[src/rtl/varredura_display.sv]
// Scan controller sharing one active-low 7-segment bus across NUM_DIGITOS common-anode digits.
// Optional `SUPRIME_ZEROS_EN: blank leading-zero digits (digit 0 always shown).
module varredura_display #(
  parameter int NUM_DIGITOS  = 4,
  parameter int DIV_REFRESH  = 50000,
  parameter int BLANK_CICLOS = 500
) (
  input  logic                     clock,
  input  logic                     reset,
  input  logic                     habilitar,
  input  logic [4*NUM_DIGITOS-1:0] valores,
  input  logic [NUM_DIGITOS-1:0]   pontos,
  output logic [6:0]               segmentos,
  output logic                     ponto,
  output logic [NUM_DIGITOS-1:0]   anodos,
  output logic                     fim_varredura
);

  localparam int MAXC = (DIV_REFRESH > BLANK_CICLOS) ? DIV_REFRESH : BLANK_CICLOS;
  localparam int CW   = $clog2(MAXC + 1);
  localparam int IW   = (NUM_DIGITOS > 1) ? $clog2(NUM_DIGITOS) : 1;
  localparam logic [CW-1:0] FIM_DIV   = CW'(DIV_REFRESH - 1);
  localparam logic [CW-1:0] FIM_BLANK = (BLANK_CICLOS > 0) ? CW'(BLANK_CICLOS - 1) : '0;
  localparam logic [IW-1:0] ULTIMO    = IW'(NUM_DIGITOS - 1);

  typedef enum logic [1:0] {CARREGA, APAGADO, EXIBE, DESLIGADO} estado_t;

  estado_t                  estado, prox;
  logic [CW-1:0]            contador;
  logic [IW-1:0]            indice;
  logic [4*NUM_DIGITOS-1:0] snap_valores;
  logic [NUM_DIGITOS-1:0]   snap_pontos;
  logic [NUM_DIGITOS-1:0]   apaga;
  logic                     fim_blank, fim_exibe, ultimo;

  function automatic logic [6:0] decode(input logic [3:0] n);
    case (n)
      4'h0: decode = 7'h40;  4'h1: decode = 7'h79;
      4'h2: decode = 7'h24;  4'h3: decode = 7'h30;
      4'h4: decode = 7'h19;  4'h5: decode = 7'h12;
      4'h6: decode = 7'h02;  4'h7: decode = 7'h78;
      4'h8: decode = 7'h00;  4'h9: decode = 7'h10;
      4'hA: decode = 7'h08;  4'hB: decode = 7'h03;
      4'hC: decode = 7'h46;  4'hD: decode = 7'h21;
      4'hE: decode = 7'h06;  default: decode = 7'h0E;
    endcase
  endfunction

  assign fim_blank = (contador == FIM_BLANK);
  assign fim_exibe = (contador == FIM_DIV);
  assign ultimo    = (indice == ULTIMO);

  always_comb begin
    prox = estado;
    if (!habilitar) prox = DESLIGADO;
    else begin
      case (estado)
        CARREGA:   prox = (BLANK_CICLOS == 0) ? EXIBE : APAGADO;
        APAGADO:   if (fim_blank) prox = EXIBE;
        EXIBE:     if (fim_exibe) prox = ultimo ? CARREGA
                                        : ((BLANK_CICLOS == 0) ? EXIBE : APAGADO);
        default:   prox = CARREGA;
      endcase
    end
  end

  always_ff @(posedge clock or posedge reset) begin
    if (reset) begin
      estado        <= CARREGA;
      contador      <= '0;
      indice        <= '0;
      snap_valores  <= '0;
      snap_pontos   <= '0;
      fim_varredura <= 1'b0;
    end else begin
      estado        <= prox;
      // Pulse only on a completed scan; a disable on the last cycle swallows it.
      fim_varredura <= habilitar && (estado == EXIBE) && fim_exibe && ultimo;
      if (estado == CARREGA) begin
        snap_valores <= valores;
        snap_pontos  <= pontos;
      end
      if (!habilitar || estado == CARREGA || estado == DESLIGADO) begin
        contador <= '0;
        indice   <= '0;
      end else if (estado == APAGADO) begin
        contador <= fim_blank ? '0 : contador + 1'b1;
      end else if (fim_exibe) begin
        contador <= '0;
        if (!ultimo) indice <= indice + 1'b1;
      end else begin
        contador <= contador + 1'b1;
      end
    end
  end

`ifdef SUPRIME_ZEROS_EN
  always_comb begin
    logic zeros;
    zeros = 1'b1;
    apaga = '0;
    for (int i = NUM_DIGITOS - 1; i >= 1; i--) begin
      zeros    = zeros && (snap_valores[4*i +: 4] == 4'h0);
      apaga[i] = zeros;
    end
  end
`else
  assign apaga = '0;
`endif

  // Outputs depend only on registered state, so an async reset darkens them at once.
  always_comb begin
    anodos    = '1;
    segmentos = 7'h7F;
    ponto     = 1'b1;
    if (estado == EXIBE) begin
      for (int i = 0; i < NUM_DIGITOS; i++) begin
        if (indice == IW'(i)) begin
          anodos[i] = 1'b0;
          segmentos = apaga[i] ? 7'h7F : decode(snap_valores[4*i +: 4]);
          ponto     = ~snap_pontos[i];
        end
      end
    end
  end

endmodule
[config.mk]
export PLATFORM = sky130hd
export DESIGN_NAME = varredura_display
export DESIGN_NICKNAME = d
export VERILOG_FILES = /design/src/rtl/varredura_display.sv
export SDC_FILE = /design/constraint.sdc
export NUM_CORES = 1
export LEC_CHECK = 0
export CORE_ASPECT_RATIO = 2
export CORE_MARGIN = 2
export CORE_UTILIZATION = 57
export DETAILED_ROUTE_END_ITERATION = 7
export PLACE_DENSITY = 0.85
export SLEW_MARGIN = 20
export SYNTH_ARGS = -nofsm -noshare
export SYNTH_HDL_FRONTEND = slang
export SYNTH_SLANG_ARGS = --single-unit
[constraint.sdc]
create_clock -name clock -period 2.6 [get_ports clock]
set_input_delay 0.39 -clock clock [delete_from_list [all_inputs] [get_ports clock]]
set_output_delay 0.39 -clock clock [all_outputs]
set_load 0.02 [all_outputs]
* Word-level counts from Yosys, hierarchy flattened
Memories as Yosys holds them, arrays and structs flattened.
Cells that the tools add are included.
W data, S select, Z words.
** Cells by class
- Add/subtract/negate cells :: 2
- Multiply operators :: 0
- Div/mod/pow operators :: 0
- Magnitude comparators :: 0
- Equal/unequal tests :: 12
- Shift operators :: 0
- Multiplexer cells :: 28
- Bitwise logic cells :: 4
- Reductions and logical operators :: 11
** Operators with widths (count)
- $mux W16 :: 4
- $mux W7 :: 5
- $add A16 B1 Y16 const B :: 1
- $eq A16 B16 Y1 const B :: 1
- $eq A16 B9 Y1 const B :: 1
- $mux W2 :: 7
- $mux W1 :: 10
- $eq A2 B2 Y1 const B :: 4
- $ne A3 B3 Y1 const B :: 2
- $pmux W2 S3 :: 1
- $eq A2 B1 Y1 const B :: 2
- $logic_not A2 Y1 :: 2
- $mux W4 :: 1
- $not A1 Y1 :: 4
- $logic_and A1 B1 Y1 :: 3
- $reduce_and A3 Y1 :: 1
- $add A2 B1 Y2 const B :: 1
- $logic_or A1 B1 Y1 :: 2
- $ne A2 B1 Y1 const B :: 1
- $ne A2 B2 Y1 const B :: 1
- $reduce_and A2 Y1 :: 1
- $reduce_bool A2 Y1 :: 1
- $logic_not A1 Y1 :: 1
** Storage, ports and cells
- Register bits :: 41
- Bits in latches :: 0
- Bits in writable memories :: 0
- ROM bits :: 448
- Input port bits :: 23
- Memories :: 4
** Memory list
- (no name shown) :: words 16, width 7, read ports 1, clocked after Yosys merged registers in 0, write ports 0, RTL line 37 : case (n)
- (no name shown) :: words 16, width 7, read ports 1, clocked after Yosys merged registers in 0, write ports 0, RTL line 37
- (no name shown) :: words 16, width 7, read ports 1, clocked after Yosys merged registers in 0, write ports 0, RTL line 37
- (no name shown) :: words 16, width 7, read ports 1, clocked after Yosys merged registers in 0, write ports 0, RTL line 37

* Logic depth before layout (Yosys ltp)
- Word-level depth :: 6
- Gate-level depth with buffers :: 7

* Worst setup path before layout
No wires, ideal clock.
- Path kind :: reg2out
- Start point :: register snap_valores[4]
- End point :: output segmentos[1]
- Arrival time :: 1.873 ns
- Required time :: 2.210 ns
- Path slack :: 0.337 ns
- Stages on the path, launching flop included :: 7
- Buffers on the path :: 0
- Path through :: dfrtp_1 > inv_1 > ha_1 > nor2b_1 > o21ai_0 > a32o_1 > a221oi_1
** On the way
- Cells in the longest elaborated chain, start to end :: 5
** Ends and longest elaborated chain
- start, declared :: RTL line 31 : logic [4*NUM_DIGITOS-1:0] snap_valores;
- start signal, assigned :: RTL line 80 : snap_valores <= valores;
- $mem_v2 Z16 W7
- $mux W7 (3 in series) :: RTL line 118 : if (indice == IW'(i)) begin
- $mux W7 :: RTL line 116 : if (estado == EXIBE) begin
- end, declared :: RTL line 13 : output logic [6:0] segmentos,
Every way passes these cells.

* Worst setup path in the final report
- Start point :: register snap_valores[1]
- End point :: output segmentos[5]
** On the way
- Cells in the longest elaborated chain, start to end :: 6
** Ends and longest elaborated chain (RTL line)
- $mem_v2 Z16 W7
- $mux W7 (4 in series) :: 118
- $mux W7 :: 116
Every way passes these cells.

==> impl_metrics.yaml <==
cells_and_area:
  final_common_cell: "dfrtp_1"
  num_antenna_cells: 0
  final_core_util_pct: 73.34
  drive_gt1_share_pct: 24.38
  fin_cells: 466
  nets: 460
  final_cell_mix: "dfrtp_1 (39), buf_4 (36), nand2_1 (28), ha_1 (28), clkdlybuf4s50_1 (27)"
  nFillCells: 429
  syn2layout_area_growth_pct: 23.57
  final_area_mm2: 0.003975
routing:
  wirelength_mm: 7.740
  drc: 0
  drt_iter0_drc: 176
  ant_nets: 0
  wl_per_cell_um: 16.61
  first_pass_iters: 4
  vias: 2804
  vias_per_cell: 6.017
logic_synthesis:
  ys_warn_count: 0
  yosysSeqAreaShare_pct: 31.89
  yosys.area.top_type: "dfrtp_1"
  syn_inst: 345
  synth-edff-count: 0
  synth-main-ff-cell: "dfrtp_1"
  avgSynthCellArea_um2: 9.324
  syn_area_mm2: 0.003217
  yosys-top-cells-area: "dfrtp_1 (32%), ha_1 (12%), mux2_2 (6.0%)"
  yosysTopAreaCellShare_pct: 31.89
  synth.distinct_cells: 49
  synth-seq-cells: 41
  async_reset_ff_share_pct: 100.0
  synth_nets: 400
cts:
  cts_tree: "built"
  cts_buffers: 5
  clock_path_buffers: 2
  cts-root-buf: "clkbuf_8"
  cts.sink_count: 41
  clkTransAtPathRegs_ns: 0.09
  clock_latency_ns: 0.31
  h-tree-depth: 2
setup_path:
  reg2regPathDepth: 5
  required_ns: 2.21
  cp_max_fo: 5
  critPathArrivalTime_ns: 2.23
  critPathKind: "reg -> out"
  worstSetupEndpointType: "primary output"
  start_kind: "register"
die:
  core_area_mm2: 0.005420
  die_h_um: 110.2
  start_util_pct: 59.35
  ios: 36
  dieArea_mm2: 0.006297
  chipWidth_um: 57.12
  rows: 38
timing:
  setup_viol: 2
  period_share_pct: 100.6
  slew_viol_final: 0
  period_needed_ns: 2.616
  tightest_slew_ns: 0.5452
  hold_violations: 0
  slew_headroom_pct: 63.62
  clock_skew_ns: 0.01284
  rsz0062_at_grt: "true"
  fmax_ghz: 0.3823
  finalWorstSetupSlack_ns: -0.01564
pwr:
  p_int_w: 0.001629
  switching_power_w: 0.0009911
  p_per_area_mw_per_mm2: 659.2
  swShare_pct: 37.82
  comb_power_share_pct: 45.3
  power_frac_clock_pct: 20.1
  p_seq_share_pct: 34.6
  leakage_nw: 1.671
  ir_drop_mv: 0.6902
  power_w: 0.002620
global_routing:
  antenna_found_initial: 0
  grtUsageTotal_pct: 26.99
  grt_pass1_wl_mm: 13.12
  grt-ovfl-total: 0
  first_global_vias: 2849
  grt_max_degree: 42
place:
  dp_cells: 454
  place_area_mm2: 0.003810
  port_buffers: 35
  dp_hpwl_mm: 5.870
  globalplace.congestion: 0.9453
  pre_cts_ws_ns: -0.1818
min_path:
  hold_class: "in -> async"
run:
  maxCapViolCount: 0
status:
  status: "complete, but fails checks"
  failed_checks: "setup timing"
metrics by stage:
stage               setup TNS, ns  hold slack, ns
floorplan                       0          0.4698
global placement          -0.1393          0.4913
detailed placement        -0.3102          0.4971
CTS                      -0.05288          0.5139
global route              -0.1923          0.5395
finish                   -0.01808          0.4991
worst paths after layout:
check,start,endpoint,slack [ns]
worst min register to register,snap_pontos[1]$_DFFE_PP0P_,snap_pontos[1]$_DFFE_PP0P_,0.52
worst min-delay path,reset,snap_valores[10]$_DFFE_PP0P_,0.50
max in group asynchronous,reset,snap_valores[13]$_DFFE_PP0P_,1.72
worst max register to register,contador[2]$_DFF_PP0_,contador[3]$_DFF_PP0_,0.33
worst max-delay path,snap_valores[1]$_DFFE_PP0P_,segmentos[5],-0.02
min in group clock,snap_pontos[1]$_DFFE_PP0P_,snap_pontos[1]$_DFFE_PP0P_,0.52
cells by family (layout without fill, tap and decap cells):
| kind of cell | count (synthesis) | in the layout | share of synthesized area [%] |
|---|---|---|---|
| mux | 38 | 38 | 13.26 |
| buf+inv | 37 | 98 | 4.667 |
| flops | 41 | 41 | 31.89 |
| compound gates | 55 | 55 | 12.18 |
| simple gates | 128 | 128 | 21.74 |
| fa+ha+maj | 32 | 32 | 12.45 |
| xor+xnor | 14 | 14 | 3.812 |
cell type report:
class / instances / area (µm²) / area share, %
Tap cell: 60 / 75.07 / 1.889
Timing Repair Buffer: 72 / 611.8 / 15.39
Clock buffer: 5 / 68.82 / 1.731
Inverter: 18 / 70.07 / 1.763
Multi-Input combinational cell: 267 / 2074 / 52.19
Sequential cell: 41 / 1028 / 25.87
Clock inverter: 3 / 46.29 / 1.165
layer usage:
metal	global-route usage (%)	up-vias	wire length, µm
met5	0	-	0
met4	15.95	0	318
met3	3.967	26	300
met2	49.43	86	4323
met1	28.55	1341	2796
li1	-	1351	-
worst max-delay path: stages, from the launching register on:
cell,delay (ns)
dfrtp_1,0.44
inv_2,0.09
ha_2,0.18
mux2_2,0.27
a211oi_2,0.18
nor3_1,0.08
or4_4,0.52
buf_6,0.15
power groups by stage:
stage / sequential [W] / clock, W / combinational, W
CTS: 0.000895 / 0.000541 / 0.00114
global route: 0.000927 / 0.000566 / 0.00131
global placement: 0.000895 / 0 / 0.00109
detailed placement: 0.000908 / 0 / 0.00113
floorplan: 0.000823 / 0 / 0.000807
finish: 0.000905 / 0.000527 / 0.00119
synthesized netlist by cell type, types with 7 or more instances:
cell type	instances
dfrtp_1	41
nand2_1	28
mux2i_1	19
nor2_2	10
o21ai_0	18
clkbuf_1	18
inv_1	18
ha_1	32
xnor2_1	10
nor2_1	21
mux2_2	17
nor2b_1	11
nand3_1	11
nor3_1	8
a21oi_1	7
sequential cells by signal, summed over array words and instances, names as in the netlist:
register       count
estado             2
snap_pontos        4
contador          16
fim_varredura      1
snap_valores      16
indice             2
repair_timing:
item	4_1_cts	5_1_grt
pin swaps	0	3
gates resized for setup	23	22
cloned	0	0
setup buffers	3	1
hold buffers	0	0
setup endpoints to repair	8	7
(Power assumes the default switching activity.)
